==> src/rtl/dmux_dispatch_ctrl_if.sv <==
// Bundle of the dispatch controller's input handshake, channel side and status signals.
// The slave modport is the controller's view; master is the driving environment.
interface dmux_dispatch_ctrl_if #(
  parameter int DATA_W = 8
);
  logic              in_valid;
  logic              in_ready;
  logic [DATA_W-1:0] in_data;
  logic              mode;
  logic [2:0]        dest;
  logic [7:0]        ch_ready;
  logic [7:0]        out_valid;
  logic [DATA_W-1:0] out_data;
  logic [2:0]        sel;
  logic              busy;
  logic [7:0]        drop_cnt;

  modport slave (
    input  in_valid, in_data, mode, dest, ch_ready,
    output in_ready, out_valid, out_data, sel, busy, drop_cnt
  );

  modport master (
    output in_valid, in_data, mode, dest, ch_ready,
    input  in_ready, out_valid, out_data, sel, busy, drop_cnt
  );
endinterface

==> src/rtl/dmux_dispatch_ctrl.sv <==
// One-word dispatch controller for a 1-to-8 demux: round-robin or directed routing,
// per-word timeout with saturating drop counter. Optional macro DMUX_SKIP_EN.
module dmux_dispatch_ctrl #(
  parameter int DATA_W   = 8,
  parameter int HOLD_MAX = 15
) (
  input logic                clk,
  input logic                rst,
  dmux_dispatch_ctrl_if.slave bus
);

  typedef enum logic {IDLE, HOLD} state_t;

  state_t            state, state_nxt;
  logic [2:0]        sel_q, sel_nxt;
  logic [2:0]        rr_ptr, rr_nxt;
  logic [7:0]        wait_cnt, wait_nxt;
  logic [7:0]        drop_q, drop_nxt;
  logic [DATA_W-1:0] data_q, data_nxt;
  logic              held_rr, held_rr_nxt;

  logic       sel_ready;
  logic       xfer;
  logic       timeout;
  logic       accept;
  logic [2:0] next_rr;
  logic [2:0] rr_target;

`ifdef DMUX_SKIP_EN
  // First ready channel scanning circularly from start; falls back to start itself.
  function automatic logic [2:0] skip_target(input logic [2:0] start, input logic [7:0] rdy);
    logic [2:0] idx;
    skip_target = start;
    for (int i = 7; i >= 0; i--) begin
      idx = start + 3'(i);
      if (rdy[idx]) skip_target = idx;
    end
  endfunction
`endif

  assign sel_ready = bus.ch_ready[sel_q];
  assign xfer      = (state == HOLD) & sel_ready;
  assign timeout   = (state == HOLD) & ~sel_ready & (wait_cnt == 8'(HOLD_MAX - 1));
  assign accept    = bus.in_valid & bus.in_ready;
  assign next_rr   = ((xfer | timeout) & held_rr) ? sel_q + 3'd1 : rr_ptr;

`ifdef DMUX_SKIP_EN
  assign rr_target = skip_target(next_rr, bus.ch_ready);
`else
  assign rr_target = next_rr;
`endif

  assign bus.in_ready  = (state == IDLE) | xfer;
  assign bus.out_valid = (state == HOLD) ? (8'b1 << sel_q) : 8'b0;
  assign bus.out_data  = data_q;
  assign bus.sel       = sel_q;
  assign bus.busy      = (state == HOLD);
  assign bus.drop_cnt  = drop_q;

  always_ff @(posedge clk) begin
    if (rst) begin
      state    <= IDLE;
      sel_q    <= 3'd0;
      rr_ptr   <= 3'd0;
      wait_cnt <= 8'd0;
      drop_q   <= 8'd0;
      data_q   <= '0;
      held_rr  <= 1'b0;
    end else begin
      state    <= state_nxt;
      sel_q    <= sel_nxt;
      rr_ptr   <= rr_nxt;
      wait_cnt <= wait_nxt;
      drop_q   <= drop_nxt;
      data_q   <= data_nxt;
      held_rr  <= held_rr_nxt;
    end
  end

  // An accept takes priority; it can only coincide with a transfer, never a drop.
  always_comb begin
    state_nxt   = state;
    sel_nxt     = sel_q;
    rr_nxt      = next_rr;
    wait_nxt    = wait_cnt;
    drop_nxt    = drop_q;
    data_nxt    = data_q;
    held_rr_nxt = held_rr;
    if (accept) begin
      state_nxt   = HOLD;
      data_nxt    = bus.in_data;
      wait_nxt    = 8'd0;
      sel_nxt     = bus.mode ? bus.dest : rr_target;
      held_rr_nxt = ~bus.mode;
    end else if (xfer) begin
      state_nxt = IDLE;
    end else if (timeout) begin
      state_nxt = IDLE;
      drop_nxt  = (drop_q == 8'hFF) ? drop_q : drop_q + 8'd1;
    end else if (state == HOLD) begin
      wait_nxt = wait_cnt + 8'd1;
    end
  end

endmodule

==> src/flat_wrapper.sv <==
// flat-port wrapper written by rule: the top's interface ports become plain ports
module dmux_dispatch_ctrl_flat 
#(
  parameter int DATA_W   = 8,
  parameter int HOLD_MAX = 15
)
  (clk, rst, bus_in_valid, bus_in_data, bus_mode, bus_dest, bus_ch_ready, bus_in_ready, bus_out_valid, bus_out_data, bus_sel, bus_busy, bus_drop_cnt);
  dmux_dispatch_ctrl_if #(.DATA_W(DATA_W)) bus_i ();
  input logic clk;
  input logic rst;
  input wire logic [$bits(bus_i.in_valid)-1:0] bus_in_valid;
  input wire logic [$bits(bus_i.in_data)-1:0] bus_in_data;
  input wire logic [$bits(bus_i.mode)-1:0] bus_mode;
  input wire logic [$bits(bus_i.dest)-1:0] bus_dest;
  input wire logic [$bits(bus_i.ch_ready)-1:0] bus_ch_ready;
  output wire logic [$bits(bus_i.in_ready)-1:0] bus_in_ready;
  output wire logic [$bits(bus_i.out_valid)-1:0] bus_out_valid;
  output wire logic [$bits(bus_i.out_data)-1:0] bus_out_data;
  output wire logic [$bits(bus_i.sel)-1:0] bus_sel;
  output wire logic [$bits(bus_i.busy)-1:0] bus_busy;
  output wire logic [$bits(bus_i.drop_cnt)-1:0] bus_drop_cnt;
  assign bus_i.in_valid = bus_in_valid;
  assign bus_i.in_data = bus_in_data;
  assign bus_i.mode = bus_mode;
  assign bus_i.dest = bus_dest;
  assign bus_i.ch_ready = bus_ch_ready;
  assign bus_in_ready = bus_i.in_ready;
  assign bus_out_valid = bus_i.out_valid;
  assign bus_out_data = bus_i.out_data;
  assign bus_sel = bus_i.sel;
  assign bus_busy = bus_i.busy;
  assign bus_drop_cnt = bus_i.drop_cnt;
  dmux_dispatch_ctrl #(.DATA_W(DATA_W), .HOLD_MAX(HOLD_MAX)) u_core (.clk(clk), .rst(rst), .bus(bus_i));
endmodule
==> config.mk <==
export PLATFORM = sky130hd
export DESIGN_NAME = dmux_dispatch_ctrl_flat
export DESIGN_NICKNAME = d
export VERILOG_FILES = /design/src/rtl/dmux_dispatch_ctrl_if.sv /design/src/rtl/dmux_dispatch_ctrl.sv /design/src/flat_wrapper.sv
export SDC_FILE = /design/constraint.sdc
export NUM_CORES = 1
export LEC_CHECK = 0
export CAP_MARGIN = 20
export CORE_MARGIN = 2
export CORE_UTILIZATION = 51
export CTS_BUF_LIST = sky130_fd_sc_hd__clkbuf_2 sky130_fd_sc_hd__clkbuf_4 sky130_fd_sc_hd__clkbuf_8
export CTS_CLUSTER_DIAMETER = 30
export DETAILED_ROUTE_END_ITERATION = 10
export HOLD_SLACK_MARGIN = 0.15
export PLACE_DENSITY = 0.87
export SETUP_SLACK_MARGIN = 0.15
export SYNTH_ARGS = -nofsm -noshare
export SYNTH_HDL_FRONTEND = slang
export SYNTH_SLANG_ARGS = --single-unit
export TNS_END_PERCENT = 20
==> constraint.sdc <==
create_clock -name clk -period 3.6 [get_ports clk]
set_clock_uncertainty 0.2 [all_clocks]
set_input_delay 0.72 -clock clk [delete_from_list [all_inputs] [get_ports clk]]
set_output_delay 0.72 -clock clk [all_outputs]
set_load 0.02 [all_outputs]
==> out/metrics.cfg <==
[floorplanning]
dieHeight_um = 60.91
die_x_um = 60.91
core-area_mm2 = 0.003078
num_rows = 20
start_util_pct = 53.66
dieArea_mm2 = 0.003709
ios = 52

[synth]
synth-seq-cells = 32
synth_cells = 178
syn_area_mm2 = 0.001652
syn-num-nets = 210
yosysWarnings = 0
synth_seq_area_share_pct = 38.79
synth.distinct_cells = 42
syn_area_per_cell_um2 = 9.279

[setup_path]
crit_top_cell = clkdlybuf4s50_1
worstPathRequired_ns = 2.68
crit_slowest_cell = clkdlybuf4s50_1
path_cells = clkdlybuf4s50_1, mux2_4, a2bb2oi_2, a21oi_4, inv_2, clkdlybuf4s50_1
critPathArrivalTime_ns = 2.41
critical_path_class = input port to output port
critPathLaunchType = input port
crit_fanout = 7
cp-end-kind = output port
critical-path-max-stage-delay_ns = 0.54

[clocking]
htree_levels = 2
ctsResizeCount = 0
ctsRootBufferMaster = clkbuf_4
clk_latency_ns = 0.33
tritoncts = yes
cts_buffer_depth = 2
numCtsBuffers = 5
cts_hold_buf = 0
postCtsSetupRepairBufs = 0
clk_pin_slew_ns = 0.09
clock-sinks = 32

[placed_design]
port_buffers = 51
place_area_mm2 = 0.002188
gp_congestion = 0.8303
post-dp-hpwl_mm = 2.714

[power]
power.density_mw_per_mm2 = 323.4
p_leak_nw = 0.8289
design_power_total_mw = 0.7292
ir_worst_vdd_mv = 0.2662

[finish]
antenna-diode-count = 0
fin_area_mm2 = 0.002255
finish.utilization_pct = 73.25
multi_input_area_um2 = 914.6
final_common_cell = clkdlybuf4s50_1
n_fill_cell = 253
syn_to_final_growth_pct = 36.52
layout-drive-gt1-share_pct = 9.957
seq_area_um2 = 640.6
final_cell_mix = clkdlybuf4s50_1, dfxtp_1, nor2_1
nNetsFinal = 262

[timing]
max_freq_ghz = 0.3003
maxSlewViolCount = 0
rsz0062_at_grt = false
worst_slew_pin_slew_ns = 0.5955
tns_ns = 0
holdWs_ns = 0.2832
relSlewSlack_pct = 60.18
period_needed_ns = 3.330
post-route-period-util_pct = 92.51
setup_violations = 0
finalHoldViolCount = 0

[route]
drc = 0
ant_nets = 0
routed_via_density = 5.287
vias = 1454
wl_per_cell_um = 13.36
drt_iter0_drc = 72
dr.pass1.iters = 4
routed_wirelength_mm = 3.674

[global_routing]
grt_max_degree = 18
grt_pass1_vias = 1334
grt_pass1_wl_mm = 5.830
antenna_found_initial = 0
overflow = 0
grtUsageTotal_pct = 21.18

[flow_run]
drv_cap = 0

[min_path]
hold_class = flop to flop

[run_status]
status = finished clean

==> layer usage <==
metal  GRT usage (%)  routed length, µm  vias up
li1                -                  -      730
met1           27.27               1734      661
met2           33.79               1607       59
met3           6.183                304        4
met4           7.764                 27        0
met5               0                  0        -
==> sequential cells by signal (all words and copies together), names as in the netlist <==
| name | flops |
|---|---|
| u_core.held_rr | 1 |
| u_core.bus.busy | 1 |
| u_core.bus.out_data | 8 |
| u_core.bus.sel | 3 |
| u_core.wait_cnt | 8 |
| u_core.bus.drop_cnt | 8 |
| u_core.rr_ptr | 3 |
==> critical path, delay by kind of cell <==
family	cells	cell delay, ns
buffers and inverters	3	1.01
AO/OA/AOI/OAI	2	0.41
multiplexers	1	0.28
==> cell families after synthesis <==
logic type	synth area share, %
AND/OR/NAND/NOR	20.76
AO/OA/AOI/OAI	17.35
flip-flops	38.79
buffers and inverters	5.833
XOR/XNOR	5.303
adder cells (fa/ha/maj)	6.818
multiplexers	5.151
==> path summary, 6_finish.rpt <==
path	start	end	slack, ns	cells past startpoint
setup / recovery	bus_ch_ready[6]	bus_in_ready	0.27	6
setup reg to reg	u_core.wait_cnt[0]$_SDFFE_PP0P_	u_core.bus.drop_cnt[7]$_SDFFE_PP0P_	0.92	8
hold reg to reg	u_core.bus.out_data[0]$_SDFFE_PP0P_	u_core.bus.out_data[0]$_SDFFE_PP0P_	0.28	1
hold / removal	u_core.bus.out_data[0]$_SDFFE_PP0P_	u_core.bus.out_data[0]$_SDFFE_PP0P_	0.28	1
==> Yosys cell counts, drive strengths merged <==
library cell / count / area, µm²
or3: 3 / 20.02
o21ai: 6 / 30.03
xor2: 2 / 17.52
nor3: 5 / 30.03
nor4b: 1 / 15.01
and2: 2 / 12.51
inv: 12 / 45.04
buf: 4 / 32.53
mux2: 1 / 15.01
o32ai: 1 / 8.760
xnor2: 8 / 70.07
and4b: 1 / 10.01
a211oi: 2 / 20.02
a311oi: 1 / 8.760
and3: 7 / 43.79
nor2b: 2 / 12.51
a2111o: 1 / 11.26
mux2i: 7 / 70.07
clkbuf: 5 / 18.77
a32o: 2 / 20.02
nor4: 3 / 18.77
dfxtp: 32 / 640.6
or4: 1 / 11.26
a22oi: 1 / 21.27
a21o: 1 / 8.760
a21oi: 7 / 46.30
nor2: 18 / 67.56
nand4b: 1 / 8.760
a41oi: 3 / 26.28
nand2: 10 / 37.54
a2bb2oi: 1 / 15.01
nand2b: 3 / 18.77
or2: 1 / 6.260
ha: 9 / 112.6
a22o: 8 / 70.07
nand3: 6 / 30.03
==> cell type report <==
type | count | share of cell area [%]
multi-input cells | 125 | 40.57
flip-flops and latches | 32 | 28.41
repair buffers | 54 | 23.64
clock buffers | 8 | 2.941
well taps | 44 | 2.442
inverters | 12 | 1.998
==> where the power goes <==
part           leakage (nW)  total, mW  internal (mW)  switching (mW)
clock                0.0394      0.225          0.111           0.113
sequential            0.260      0.378          0.365          0.0128
combinational         0.529      0.127         0.0681          0.0586
==> stage by stage <==
stage               setup WS, ns  cells
floorplan                  1.005    178
global placement          0.3018    267
detailed placement        0.2759    267
CTS                       0.2713    275
global route              0.2220    275
finish                    0.2696    275
No activity file was read; power rests on OpenSTA's default activity.
